==> src/rtl/mdr_pkg.sv <==
// Shared types, widths and the iteration-count helper for the MDR controller.
package mdr_pkg;

    localparam int unsigned DW = 16;
    localparam int unsigned CW = $clog2(DW);

    typedef enum logic [1:0] {
        MUL    = 2'b00,
        DIV    = 2'b01,
        SQRT   = 2'b10,
        OP_ILL = 2'b11
    } op_e;

    typedef enum logic [2:0] {
        IDLE  = 3'd0,
        LOAD  = 3'd1,
        CLEAR = 3'd2,
        RUN   = 3'd3,
        DONE  = 3'd4,
        ERR   = 3'd5
    } state_e;

    // Number of datapath iterations for an opcode; square root retires two bits per step.
    function automatic int unsigned iter_n(op_e op);
        return (op == SQRT) ? (DW / 2) : DW;
    endfunction

endpackage

==> src/rtl/mdr_iter_cnt.sv <==
// Iteration counter with synchronous clear and terminal-count compare.
module mdr_iter_cnt
    import mdr_pkg::*;
(
    input  logic          clk,
    input  logic          rst,
    input  logic          enb,
    input  logic          sync_rst,
    input  logic [CW-1:0] tc,
    output logic [CW-1:0] iter_cnt,
    output logic          last
);

    // Count up while enabled; synchronous clear has priority.
    always_ff @(posedge clk or negedge rst) begin
        if (!rst) begin
            iter_cnt <= '0;
        end else if (sync_rst) begin
            iter_cnt <= '0;
        end else if (enb) begin
            iter_cnt <= iter_cnt + CW'(1);
        end
    end

    // Terminal count reached on the current index.
    assign last = (iter_cnt == tc);

endmodule

==> src/rtl/mdr_ctrl.sv <==
// Sequencing FSM for the iterative multiply/divide/square-root datapath.
module mdr_ctrl
    import mdr_pkg::*;
(
    input  logic          clk,
    input  logic          rst,
    input  logic          start,
    input  logic [1:0]    op,
    input  logic          divisor_zero,
    output logic          ready,
    output logic          busy,
    output logic [1:0]    op_sel,
    output logic          load_enb,
    output logic          acc_enb,
    output logic          acc_clr,
    output logic          step_enb,
    output logic [CW-1:0] iter_cnt,
    output logic          done,
    output logic          error
);

    state_e        state_q;
    state_e        state_d;
    logic          ready_d;
    logic          load_enb_d;
    logic          acc_enb_d;
    logic          acc_clr_d;
    logic          step_enb_d;
    logic          done_d;
    logic          error_d;
    logic          cnt_last;
    logic          cnt_enb;
    logic          cnt_sync_rst;
    logic [CW-1:0] cnt_tc;

    assign cnt_enb      = (state_q == RUN);
    assign cnt_sync_rst = (state_q == CLEAR) || ((state_q == RUN) && cnt_last);
    assign cnt_tc       = CW'(iter_n(op_e'(op_sel)) - 1);

    mdr_iter_cnt u_iter_cnt (
        .clk      (clk),
        .rst      (rst),
        .enb      (cnt_enb),
        .sync_rst (cnt_sync_rst),
        .tc       (cnt_tc),
        .iter_cnt (iter_cnt),
        .last     (cnt_last)
    );

    // State register.
    always_ff @(posedge clk or negedge rst) begin
        if (!rst) begin
            state_q <= IDLE;
        end else begin
            state_q <= state_d;
        end
    end

    // Next-state logic and Moore decode of the upcoming state.
    always_comb begin
        state_d = state_q;
        case (state_q)
            IDLE:  if (start) state_d = LOAD;
            LOAD:  state_d = CLEAR;
            CLEAR: begin
                if ((op_sel == OP_ILL) || ((op_sel == DIV) && divisor_zero)) begin
                    state_d = ERR;
                end else begin
                    state_d = RUN;
                end
            end
            RUN:   if (cnt_last) state_d = DONE;
            DONE:  state_d = IDLE;
            ERR:   state_d = IDLE;
            default: state_d = IDLE;
        endcase

        ready_d    = (state_d == IDLE);
        load_enb_d = (state_d == LOAD);
        acc_clr_d  = (state_d == CLEAR);
        acc_enb_d  = (state_d == CLEAR) || (state_d == RUN);
        step_enb_d = (state_d == RUN);
        done_d     = (state_d == DONE) || (state_d == ERR);
        error_d    = (state_d == ERR);
    end

    // Output registers; values track the state register one-for-one.
    always_ff @(posedge clk or negedge rst) begin
        if (!rst) begin
            ready    <= 1'b1;
            busy     <= 1'b0;
            load_enb <= 1'b0;
            acc_enb  <= 1'b0;
            acc_clr  <= 1'b0;
            step_enb <= 1'b0;
            done     <= 1'b0;
            error    <= 1'b0;
        end else begin
            ready    <= ready_d;
            busy     <= !ready_d;
            load_enb <= load_enb_d;
            acc_enb  <= acc_enb_d;
            acc_clr  <= acc_clr_d;
            step_enb <= step_enb_d;
            done     <= done_d;
            error    <= error_d;
        end
    end

    // Opcode latch; only written on an accepted request.
    always_ff @(posedge clk or negedge rst) begin
        if (!rst) begin
            op_sel <= 2'b00;
        end else if ((state_q == IDLE) && start) begin
            op_sel <= op;
        end
    end

endmodule

==> config.mk <==
export PLATFORM = sky130hd
export DESIGN_NAME = mdr_ctrl
export DESIGN_NICKNAME = d
export VERILOG_FILES = /design/src/rtl/mdr_pkg.sv /design/src/rtl/mdr_iter_cnt.sv /design/src/rtl/mdr_ctrl.sv
export SDC_FILE = /design/constraint.sdc
export NUM_CORES = 1
export LEC_CHECK = 0
export BUFFER_PORTS_ARGS = -buffer_cell sky130_fd_sc_hd__buf_2
export CAP_MARGIN = 20
export CORE_MARGIN = 2
export CORE_UTILIZATION = 25
export CTS_CLUSTER_SIZE = 30
export DETAILED_ROUTE_END_ITERATION = 6
export PLACE_DENSITY = 0.42
export SLEW_MARGIN = 15
export SYNTH_ARGS = -nofsm -noshare
export SYNTH_HDL_FRONTEND = slang
export SYNTH_SLANG_ARGS = --single-unit
==> constraint.sdc <==
create_clock -name clk -period 1.5 [get_ports clk]
set_input_delay 0.3 -clock clk [delete_from_list [all_inputs] [get_ports clk]]
set_output_delay 0.3 -clock clk [all_outputs]
set_load 0.05 [all_outputs]
# Yosys cells after proc, flatten, opt, wreduce, memory -nomap -nowiden
# Cells that the tools add are included.
[totals]
inputBits = 6
reg_bits = 17
out_inout_bits = 14
[op_classes]
n_addsub = 2
eq_ne = 12
mux = 7
reduce_logical = 11
[ops]
columns = ["cell", "count"]
rows = [
  ["$eq A3 B2 Y1 const B", 4],
  ["$mux W4", 3],
  ["$pmux W3 S4", 1],
  ["$mux W3", 3],
  ["$eq A3 B1 Y1 const B", 2],
  ["$eq A3 B3 Y1 const B", 2],
  ["$logic_not A3 Y1", 2],
  ["$add A4 B1 Y4 const B", 1],
  ["$eq A2 B2 Y1 const B", 2],
  ["$eq A4 B4 Y1", 1],
  ["$logic_or A1 B1 Y1", 4],
  ["$sub A4 B1 Y4 const B", 1],
  ["$logic_and A1 B1 Y1", 3],
  ["$eq A2 B1 Y1 const B", 1],
  ["$reduce_bool A2 Y1", 1],
  ["$logic_not A1 Y1", 1],
]

# Logic depth before layout (Yosys ltp)
# Gate-level depths: netlist (run 1).
[depth]
ltp_word = 8
ltp_mapped = 5
ltp_nobuf = 4

# By module
# Synthesis (run 1) repeated with hierarchy kept, for this count alone.
[hier_totals]
cells_unflattened = 63
area_unflattened_um2 = 743.2
[by_module_without_submodules]
columns = ["mod", "instances", "cells_per_inst", "seq_area_each_um2", "area_per_inst_um2"]
rows = [
  ["mdr_ctrl", 1, 42, 326.6, 509.2],
  ["mdr_iter_cnt", 1, 21, 100.1, 234.0],
]

# Least setup slack after synthesis (run 1)
# No wires, ideal clock.
[synth_timing]
path_type = "flip-flop to flip-flop"
from = "register op_sel[1]"
to = "register state_q[0]"
slack_ns = 0.038
n_path_buf = 0
required_ns = 1.373
arrival_time_ns = 1.335
path_stages_with_launch = 5
period_less_slack_ns = 1.462
path_cell_list = "dfrtp_1 > nor2b_1 > o21ai_1 > a31oi_1 > or2_2"
[synth_via]
elab_chain_cells = 6
[synth_rtl]
columns = ["element", "line_no", "source"]
rows = [
  ["from (decl)", "mdr_ctrl.sv:12", "output logic [1:0] op_sel,"],
  ["from (signal assigned)", "mdr_ctrl.sv:115", "op_sel <= op;"],
  ["$eq A2 B2 Y1", "mdr_pkg.sv:25", "return (op == SQRT) ? (DW / 2) : DW;"],
  ["$mux W4", "mdr_pkg.sv:25", ""],
  ["$sub A4 B1 Y4", "mdr_ctrl.sv:38", "assign cnt_tc = CW'(iter_n(op_e'(op_sel)) - 1);"],
  ["$eq A4 B4 Y1", "mdr_iter_cnt.sv:26", "assign last = (iter_cnt == tc);"],
  ["$mux W3", "mdr_ctrl.sv:72", "RUN: if (cnt_last) state_d = DONE;"],
  ["$pmux W3 S4", "mdr_ctrl.sv:62", "case (state_q)"],
  ["net state_d[0]", "mdr_ctrl.sv:23", "state_e state_d;"],
  ["to (signal assigned)", "mdr_ctrl.sv:55", "state_q <= state_d;"],
  ["to (decl)", "mdr_ctrl.sv:22", "state_e state_q;"],
]
# The timed path passes the listed nets, and every way through them passes these cells.
# A chain may end at the register's enable or synchronous reset.

# Worst setup path after layout (run 1)
[layout_timing]
from = "register ready"
to = "output ready"
[layout_lines]
columns = ["element", "line_no", "source"]
rows = [
  ["from (decl)", "mdr_ctrl.sv:10", "output logic ready,"],
  ["from (signal assigned)", "mdr_ctrl.sv:99", "ready <= ready_d;"],
]
# No word-level cell between the ends.

==> results.sh, run 1 <==
export IMPL_depth_of_the_cts_h_tree=1
export IMPL_final_period_utilization_pct=90.2
export IMPL_timing_critical_path_to_type="output port"
export IMPL_detail_route_iter0_violations=7
export IMPL_detail_route_antenna_nets=0
export IMPL_worst_path_dominant_cell_family="flip-flops"
export IMPL_floorplan_die_area_sq_mm=0.00332
export IMPL_finalSetupTns_ns=0
export IMPL_antennaDiodeCount=0
export IMPL_drc=0
export IMPL_top_regs="u_iter_cnt.iter_cnt (4), state_q (3), op_sel (2)"
export IMPL_setup_repair_after_global_routing_missed_its_margin="no"
export IMPL_critical_path_max_fanout=1
export IMPL_num_rows=19
export IMPL_area_delta_synth_final_pct=23.5
export IMPL_synth_cell_types=25
export IMPL_setup_viol=0
export IMPL_worst_path_buf_inv=1
export IMPL_postSynthNetCount=69
export IMPL_internal_power_mw=1.05
export IMPL_route_vias_total=556
export IMPL_whs_ns=0.246
export IMPL_place_ws_ns=0.154
export IMPL_power_net_switching_mw=1.07
export IMPL_crit_type="reg -> out"
export IMPL_setup_reg_to_reg_worst_slack_ns=0.17
export IMPL_clock_power_share_pct=11.3
export IMPL_detailed_route_wire_length_per_cell_um=12.5
export IMPL_ios=20
export IMPL_global_route_wire_length_before_repair_um=2530
export IMPL_synth_warnings=0
export IMPL_yosys_area_top_type="sky130_fd_sc_hd__dfrtp_1"
export IMPL_topRoutingLayerUsed="met4"
export IMPL_cts_sink_count=17
export IMPL_post_synthesis_average_cell_area_sq_um=11.6
export IMPL_met2WireLength_um=695
export IMPL_final_layout_size_suffix_gt1_share_pct=37.2
export IMPL_drt_vias_per_instance=4.75
export IMPL_largest_reg_flops=4
export IMPL_cts_inserted_buffers=3
export IMPL_max_slew_worst_pin_slew_ns=0.386
export IMPL_clock_tree_buffer_depth=2
export IMPL_yosysTopAreaCellShare_pct=55.7
export IMPL_total_routed_wirelength_um=1470
export IMPL_initial_standard_cell_utilization_of_the_core_pct=26.3
export IMPL_seq_area_frac_synth_pct=59.3
export IMPL_start_kind="flop"
export IMPL_cts_tree="built"
export IMPL_syn_area_sq_um=719
export IMPL_fin_nets=94
export IMPL_max_cap_violations=0
export IMPL_hold_viol_final=0
export IMPL_power_static_leakage_nw=0.412
export IMPL_worstPathCellList="buf_2"
export IMPL_combinationalPowerShare_pct=52.1
export IMPL_post_cts_resized=0
export IMPL_outcome="complete, no violations"
export IMPL_finish_utilization_pct=32.5
export IMPL_worst_ir_drop_on_vdd_mv=1.16
export IMPL_grtUsageTotal_pct=9.94
export IMPL_final_min_clock_period_ns=1.35
export IMPL_post_cts_repair_setup_buffers=0
export IMPL_met3_wirelength_um=81
export IMPL_power_switching_fraction_pct=50.5
export IMPL_clock_skew_ns=0.00427
export IMPL_clk_insertion_delay_late_ns=0.28
export IMPL_powerDensity_mw_per_mm2=2390
export IMPL_grt_start_max_net_pins=18
export IMPL_path_clk_slew_ns=0.10
export IMPL_wl_met1_um=673
export IMPL_share_seq_of_total_power_pct=36.6
export IMPL_required_ns=1.20
export IMPL_top_register="u_iter_cnt.iter_cnt"
export IMPL_chipWidth_um=57.6
export IMPL_root_buffer="sky130_fd_sc_hd__clkbuf_4"
export IMPL_hold_class="in -> reg"
export IMPL_detailedRoute_firstPassIterationCount=4
export IMPL_netlist_instances=62
export IMPL_design_core_area_sq_mm=0.00273
export IMPL_synth_area_leaders="sky130_fd_sc_hd__dfrtp_1, sky130_fd_sc_hd__dfstp_2, sky130_fd_sc_hd__nor4b_4, sky130_fd_sc_hd__mux2_2, sky130_fd_sc_hd__nand2_1"
export IMPL_gpl_final_weighted_congestion=0.715
export IMPL_die_h_um=57.6
export IMPL_ys_seq_elements=17
export IMPL_globalRouteOverflowTotal=0
export IMPL_first_global_vias=569
export IMPL_num_fill_cells=294
export IMPL_critPathArrivalTime_ns=1.05
export IMPL_critical_path_max_stage_delay_ns=0.52
export IMPL_achievable_frequency_ghz=0.739
export IMPL_detailedPlacementHpwl_um=1070
export IMPL_grt_antenna_before_repair=0
export IMPL_worst_path_max_delay_cell="sky130_fd_sc_hd__dfstp_2"
export IMPL_port_buffer_count=19
export IMPL_worst_slack_ns=0.147
export IMPL_maxSlewViolCount=0
export IMPL_timing_max_slew_rel_slack_pct=74.3
-- power by group through the flow --
stage,combinational [mW],sequential [mW],clock (mW)
finish,1.11,0.778,0.240
global route,1.20,0.806,0.277
CTS,1.12,0.781,0.258
detailed placement,1.11,0.790,0
global placement,1.11,0.784,0
floorplan,0.402,1.24,0
-- through the flow --
step / total power, mW / instance area [sq um] / std cells
floorplan: 1.64 / 719 / 62
global placement: 1.90 / 852 / 112
detailed placement: 1.90 / 852 / 112
CTS: 2.16 / 888 / 117
global route: 2.28 / 888 / 117
finish: 2.12 / 888 / 117
-- final timing paths --
kind | from | to | cells after the start
max | ready | ready | 1
min | op[0] | op_sel[0] | 2
max reg2reg | state_q[1] | op_sel[0] | 2
min reg2reg | state_q[0] | load_enb | 1
max in group asynchronous | rst | ready | 2
min in group asynchronous | rst | error | 2
-- area by class of cell --
class                      count  area (sq um)  area share [%]
clock buffer                   4          26.3            2.96
inverter                       2          7.51           0.845
multi-input combinational     41           269            30.3
sequential                    17           427            48.0
tap                           31          38.8            4.37
timing repair buffer          22           120            13.5
-- layer usage --
| layer | track usage (%) | up-vias |
|---|---|---|
| met5 | 0 | - |
| met4 | 3.99 | 0 |
| met3 | 2.23 | 2 |
| met2 | 15.9 | 15 |
| met1 | 13.1 | 274 |
| li1 | - | 265 |
-- worst reg2reg max path, cell delays in order (launching register included) --
cell and delay (ns):
sky130_fd_sc_hd__dfrtp_1 0.48, sky130_fd_sc_hd__nor4b_4 0.39, sky130_fd_sc_hd__mux2_2 0.37
-- cells by family (layout without fill, tap and decap cells) --
group / after synthesis / count (layout) / share of synthesized area, %
AO/OA/AOI/OAI: 14 / 14 / 12.2
adder cells (fa/ha/maj): 1 / 1 / 1.74
buffers and inverters: 4 / 28 / 3.30
flip-flops: 17 / 17 / 59.3
multiplexers: 2 / 2 / 3.13
AND/OR/NAND/NOR: 24 / 24 / 20.3
-- synthesized netlist by cell type (all sizes together) --
library cell / instances
a31oi: 2
inv: 2
dfstp: 1
buf: 2
nor2: 4
nand3: 1
a21oi: 2
and2: 1
nor3: 4
o21ai: 4
ha: 1
nor2b: 2
dfrtp: 16
nand4bb: 1
o31ai: 3
a211oi: 2
nand2: 6
or2: 2
nor4b: 1
a21boi: 1
or3: 1
nand2b: 1
mux2: 2
-- what timing repair did --
action / CTS / global route
hold buffers: 1 / 0
endpoints found under the hold margin: 16 / 0
setup endpoints to repair: 0 / 0
-- cells in the final DEF, fill, tap and decap left out, types with 2 or more instances in the layout --
master / n
sky130_fd_sc_hd__mux2_2: 2
sky130_fd_sc_hd__o21ai_0: 2
sky130_fd_sc_hd__dfrtp_1: 16
sky130_fd_sc_hd__or2_2: 2
sky130_fd_sc_hd__a31oi_1: 2
sky130_fd_sc_hd__clkbuf_4: 3
sky130_fd_sc_hd__a21oi_1: 2
sky130_fd_sc_hd__nor2b_1: 2
sky130_fd_sc_hd__buf_2: 19
sky130_fd_sc_hd__nand2_1: 6
sky130_fd_sc_hd__o31ai_1: 3
sky130_fd_sc_hd__inv_1: 2
sky130_fd_sc_hd__nor2_1: 4
sky130_fd_sc_hd__buf_4: 2
sky130_fd_sc_hd__o21ai_1: 2
sky130_fd_sc_hd__nor3_1: 4
sky130_fd_sc_hd__a211oi_1: 2
No activity file was read; power rests on OpenSTA's default activity.
==> run 2: changes to the inputs <==
--- a/config.mk
+++ b/config.mk
@@ -9,6 +9,7 @@
 export CAP_MARGIN = 20
 export CORE_MARGIN = 2
 export CORE_UTILIZATION = 25
+export CTS_BUF_LIST = sky130_fd_sc_hd__clkbuf_8
 export CTS_CLUSTER_SIZE = 30
 export DETAILED_ROUTE_END_ITERATION = 6
 export PLACE_DENSITY = 0.42
==> constraint.sdc (replaced) <==
create_clock -name clk -period 1.6 [get_ports clk]
set_input_delay 0.32 -clock clk [delete_from_list [all_inputs] [get_ports clk]]
set_output_delay 0.32 -clock clk [all_outputs]
set_load 0.05 [all_outputs]
==> results.sh, run 2 (synthesis results as in run 1) <==
export IMPL_outcome="complete, no violations"
export IMPL_worst_path_buf_inv=0
export IMPL_port_buffer_count=19
export IMPL_met3_wirelength_um=90
export IMPL_final_min_clock_period_ns=1.39
export IMPL_antennaDiodeCount=0
export IMPL_final_layout_size_suffix_gt1_share_pct=36.5
export IMPL_cts_tree="built"
export IMPL_critical_path_max_fanout=10
export IMPL_met2WireLength_um=658
export IMPL_area_delta_synth_final_pct=25.0
export IMPL_drc=0
export IMPL_power_static_leakage_nw=0.420
export IMPL_top_register="u_iter_cnt.iter_cnt"
export IMPL_floorplan_die_area_sq_mm=0.00332
export IMPL_first_global_vias=552
export IMPL_wl_met1_um=724
export IMPL_critical_path_max_stage_delay_ns=0.50
export IMPL_timing_max_slew_rel_slack_pct=73.9
export IMPL_whs_ns=0.305
export IMPL_layout_commonest_cell="sky130_fd_sc_hd__buf_2"
export IMPL_grt_antenna_before_repair=0
export IMPL_start_kind="flop"
export IMPL_post_cts_repair_setup_buffers=0
export IMPL_timing_critical_path_to_type="flop"
export IMPL_fin_nets=93
export IMPL_setup_repair_after_global_routing_missed_its_margin="no"
export IMPL_cts_inserted_buffers=3
export IMPL_largest_reg_flops=4
export IMPL_topRoutingLayerUsed="met4"
export IMPL_route_vias_total=529
export IMPL_achievable_frequency_ghz=0.721
export IMPL_gpl_final_weighted_congestion=0.703
export IMPL_finalSetupTns_ns=0
export IMPL_hold_class="in -> reg"
export IMPL_drt_vias_per_instance=4.56
export IMPL_grt_start_max_net_pins=18
export IMPL_setup_viol=0
export IMPL_hold_viol_final=0
export IMPL_max_cap_violations=0
export IMPL_initial_standard_cell_utilization_of_the_core_pct=26.3
export IMPL_detailed_route_wire_length_per_cell_um=12.8
export IMPL_clk_insertion_delay_late_ns=0.25
export IMPL_chipWidth_um=57.6
export IMPL_powerDensity_mw_per_mm2=2340
export IMPL_num_rows=19
export IMPL_clock_skew_ns=0.00260
export IMPL_clock_tree_buffer_depth=2
export IMPL_final_period_utilization_pct=86.7
export IMPL_detail_route_iter0_violations=6
export IMPL_path_clk_slew_ns=0.06
export IMPL_ios=20
export IMPL_globalRouteOverflowTotal=0
export IMPL_die_h_um=57.6
export IMPL_cts_sink_count=17
export IMPL_crit_type="reg -> reg"
export IMPL_detailedRoute_firstPassIterationCount=4
export IMPL_top_regs="u_iter_cnt.iter_cnt (4), state_q (3), op_sel (2)"
export IMPL_design_core_area_sq_mm=0.00273
export IMPL_post_cts_resized=0
export IMPL_global_route_wire_length_before_repair_um=2530
export IMPL_worst_path_max_delay_cell="sky130_fd_sc_hd__dfrtp_1"
export IMPL_depth_of_the_cts_h_tree=1
export IMPL_num_fill_cells=290
export IMPL_grtUsageTotal_pct=10.2
export IMPL_required_ns=1.73
export IMPL_total_routed_wirelength_um=1490
export IMPL_detailedPlacementHpwl_um=1080
export IMPL_layout_area_seq_sq_um=427
export IMPL_leading_cell_types_in_the_layout_fill_and_taps_excluded="sky130_fd_sc_hd__buf_2, sky130_fd_sc_hd__dfrtp_1, sky130_fd_sc_hd__nand2_1"
export IMPL_maxSlewViolCount=0
export IMPL_root_buffer="sky130_fd_sc_hd__clkbuf_8"
export IMPL_worst_ir_drop_on_vdd_mv=1.05
export IMPL_max_slew_worst_pin_slew_ns=0.391
export IMPL_worst_path_dominant_cell_family="flip-flops"
export IMPL_detail_route_antenna_nets=0
export IMPL_multi_input_comb_area_sq_um=269
export IMPL_worstPathCellList="nor4b_4, mux2_2"
export IMPL_critPathArrivalTime_ns=1.52
==> run 2: area by class of cell <==
type / instances / area share, %
inverters: 2 / 0.834
repair buffers: 21 / 12.5
clock buffers: 3 / 4.59
flip-flops and latches: 17 / 47.4
multi-input cells: 41 / 29.9
well taps: 31 / 4.31
clock inverters: 1 / 0.417
==> run 2: final timing paths <==
check	from	to	slack (ns)	cells past startpoint
max	state_q[0]	op_sel[0]	0.21	2
min	op[1]	op_sel[1]	0.30	2
max reg2reg	state_q[0]	op_sel[0]	0.21	2
min reg2reg	u_iter_cnt.iter_cnt[1]	u_iter_cnt.iter_cnt[1]	0.55	2
max in group asynchronous	rst	ready	0.76	2
min in group asynchronous	rst	acc_clr	0.53	2
==> run 2: per-stage QoR <==
stage               cell area (sq um)  cells  setup WS [ns]  utilization, %  power, mW
detailed placement                845    111          0.232            30.9       1.82
finish                            900    116          0.212            32.9       2.11
CTS                               900    116          0.218            32.9       2.15
global route                      900    116          0.116            32.9       2.27
floorplan                         719     62          0.138               -       1.54
global placement                  845    111          0.260            30.9       1.81
==> run 2: worst reg2reg max path: cells and delay by family (launching register included) <==
kind | cells | cell delay (ns)
and+or+nand+nor | 1 | 0.39
muxes | 1 | 0.38
DFF | 1 | 0.50
==> run 2: per-layer routing <==
layer | vias to the layer above | global-route usage [%]
li1 | 262 | -
met1 | 252 | 13.3
met2 | 13 | 15.4
met3 | 2 | 2.46
met4 | 0 | 5.98
met5 | - | 0
==> run 2: power by group <==
part	total [mW]	internal, mW	switching (mW)	leakage (nW)
registers	0.751	0.593	0.157	0.201
clock network	0.311	0.170	0.141	0.0269
logic	1.05	0.303	0.744	0.191
==> run 2: timing repair <==
item / 4_1_cts / 5_1_grt
endpoints found under the setup margin: 0 / 0
hold endpoints to repair: 8 / 0
hold buffers: 1 / 0
==> run 3: changes to the inputs <==
--- a/config.mk
+++ b/config.mk
@@ -13,6 +13,7 @@
 export CTS_CLUSTER_SIZE = 30
 export DETAILED_ROUTE_END_ITERATION = 6
 export PLACE_DENSITY = 0.42
+export RECOVER_POWER = 100
 export SLEW_MARGIN = 15
 export SYNTH_ARGS = -nofsm -noshare
 export SYNTH_HDL_FRONTEND = slang
==> results.sh, run 3 (synthesis results as in run 1) <==
export IMPL_area_delta_synth_final_pct=23.0
export IMPL_leading_cell_types_in_the_layout_fill_and_taps_excluded="sky130_fd_sc_hd__dfrtp_1, sky130_fd_sc_hd__clkbuf_1, sky130_fd_sc_hd__clkbuf_2"
export IMPL_post_cts_repair_setup_buffers=0
export IMPL_clk_insertion_delay_late_ns=0.25
export IMPL_required_ns=1.78
export IMPL_ios=20
export IMPL_detailedPlacementHpwl_um=1080
export IMPL_final_period_utilization_pct=86.7
export IMPL_clock_skew_ns=0.00436
export IMPL_gpl_final_weighted_congestion=0.703
export IMPL_hold_class="in -> reg"
export IMPL_cts_sink_count=17
export IMPL_detail_route_iter0_violations=5
export IMPL_start_kind="flop"
export IMPL_final_layout_size_suffix_gt1_share_pct=25.9
export IMPL_achievable_frequency_ghz=0.720
export IMPL_port_buffer_count=19
export IMPL_depth_of_the_cts_h_tree=1
export IMPL_powerDensity_mw_per_mm2=2340
export IMPL_num_rows=19
export IMPL_detailed_route_wire_length_per_cell_um=12.9
export IMPL_initial_standard_cell_utilization_of_the_core_pct=26.3
export IMPL_finalSetupTns_ns=0
export IMPL_setup_viol=0
export IMPL_multi_input_comb_area_sq_um=267
export IMPL_worst_ir_drop_on_vdd_mv=1.04
export IMPL_layout_commonest_cell="sky130_fd_sc_hd__dfrtp_1"
export IMPL_internal_power_mw=1.03
export IMPL_grt_start_max_net_pins=18
export IMPL_whs_ns=0.305
export IMPL_wl_met1_um=720
export IMPL_cts_inserted_buffers=3
export IMPL_route_vias_total=532
export IMPL_detail_route_antenna_nets=0
export IMPL_maxSlewViolCount=0
export IMPL_critPathArrivalTime_ns=1.57
export IMPL_antennaDiodeCount=0
export IMPL_power_switching_fraction_pct=50.3
export IMPL_combinationalPowerShare_pct=48.6
export IMPL_top_regs="u_iter_cnt.iter_cnt (4), state_q (3), op_sel (2)"
export IMPL_setup_repair_after_global_routing_missed_its_margin="no"
export IMPL_drc=0
export IMPL_max_cap_violations=0
export IMPL_detailedRoute_firstPassIterationCount=2
export IMPL_first_global_vias=552
export IMPL_timing_critical_path_to_type="flop"
export IMPL_fin_nets=93
export IMPL_chipWidth_um=57.6
export IMPL_grt_antenna_before_repair=0
export IMPL_met2WireLength_um=674
export IMPL_hold_viol_final=0
export IMPL_clock_power_share_pct=15.1
export IMPL_layout_area_seq_sq_um=427
export IMPL_outcome="complete, no violations"
export IMPL_final_min_clock_period_ns=1.39
export IMPL_crit_type="reg -> reg"
export IMPL_met3_wirelength_um=89
export IMPL_cts_tree="built"
export IMPL_floorplan_die_area_sq_mm=0.00332
export IMPL_total_routed_wirelength_um=1500
export IMPL_root_buffer="sky130_fd_sc_hd__clkbuf_8"
export IMPL_top_register="u_iter_cnt.iter_cnt"
export IMPL_design_core_area_sq_mm=0.00273
export IMPL_path_clk_slew_ns=0.07
export IMPL_timing_max_slew_rel_slack_pct=59.8
export IMPL_clock_tree_buffer_depth=2
export IMPL_power_net_switching_mw=1.04
export IMPL_global_route_wire_length_before_repair_um=2530
export IMPL_topRoutingLayerUsed="met4"
export IMPL_drt_vias_per_instance=4.59
export IMPL_max_slew_worst_pin_slew_ns=0.605
export IMPL_die_h_um=57.6
export IMPL_largest_reg_flops=4
export IMPL_critical_path_max_fanout=5
export IMPL_grtUsageTotal_pct=10.2
export IMPL_globalRouteOverflowTotal=0
export IMPL_share_seq_of_total_power_pct=36.3
export IMPL_power_static_leakage_nw=0.393
export IMPL_num_fill_cells=298
run 3: through the flow:
step | worst slack [ns] | cell area [sq um] | instances | utilization, % | total power, mW
after CTS | 0.218 | 900 | 116 | 32.9 | 2.15
after floorplan | 0.138 | 719 | 62 | - | 1.54
after global routing | 0.0582 | 885 | 116 | 32.4 | 2.23
after global placement | 0.260 | 845 | 111 | 30.9 | 1.81
after detailed placement | 0.232 | 845 | 111 | 30.9 | 1.82
final | 0.212 | 885 | 116 | 32.4 | 2.07
run 3: power by group through the flow:
stage	sequential, mW	combinational [mW]	clock [mW]
detailed placement	0.764	1.06	0
floorplan	1.16	0.376	0
global placement	0.759	1.05	0
global route	0.784	1.09	0.353
finish	0.752	1.01	0.313
CTS	0.755	1.06	0.332
run 3: worst paths after layout:
path / startpoint / endpoint / slack (ns) / cells past startpoint
worst max-delay path: op_sel[1] / step_enb / 0.21 / 4
worst min-delay path: op[1] / op_sel[1] / 0.30 / 2
worst max register to register: op_sel[1] / step_enb / 0.21 / 4
worst min register to register: u_iter_cnt.iter_cnt[1] / u_iter_cnt.iter_cnt[1] / 0.56 / 2
max in group asynchronous: rst / ready / 0.76 / 2
min in group asynchronous: rst / acc_enb / 0.52 / 2
run 3: repair_timing:
item                      4_1_cts  5_1_grt
hold buffers                    1        0
hold endpoints to repair        8        0
resized for setup               0        0
run 3: final cells by class:
cell class / count / area share (%)
clock buffers: 3 / 4.67
clock inverters: 1 / 0.424
inverters: 2 / 0.849
multi-input cells: 41 / 30.1
flip-flops and latches: 17 / 48.2
well taps: 31 / 4.38
repair buffers: 21 / 11.3
run 3: critical path, stage by stage, from the launching register on:
cell                      delay (ns)
sky130_fd_sc_hd__dfrtp_1        0.41
sky130_fd_sc_hd__o21ai_0        0.41
sky130_fd_sc_hd__nor2_1         0.07
sky130_fd_sc_hd__a31oi_1        0.25
sky130_fd_sc_hd__nor2b_1        0.18
run 3: metal layers:
layer / track usage, % / vias to the layer above
met1: 13.3 / 253
met3: 2.46 / 2
li1: - / 264
met5: 0 / -
met2: 15.4 / 13
met4: 5.98 / 0
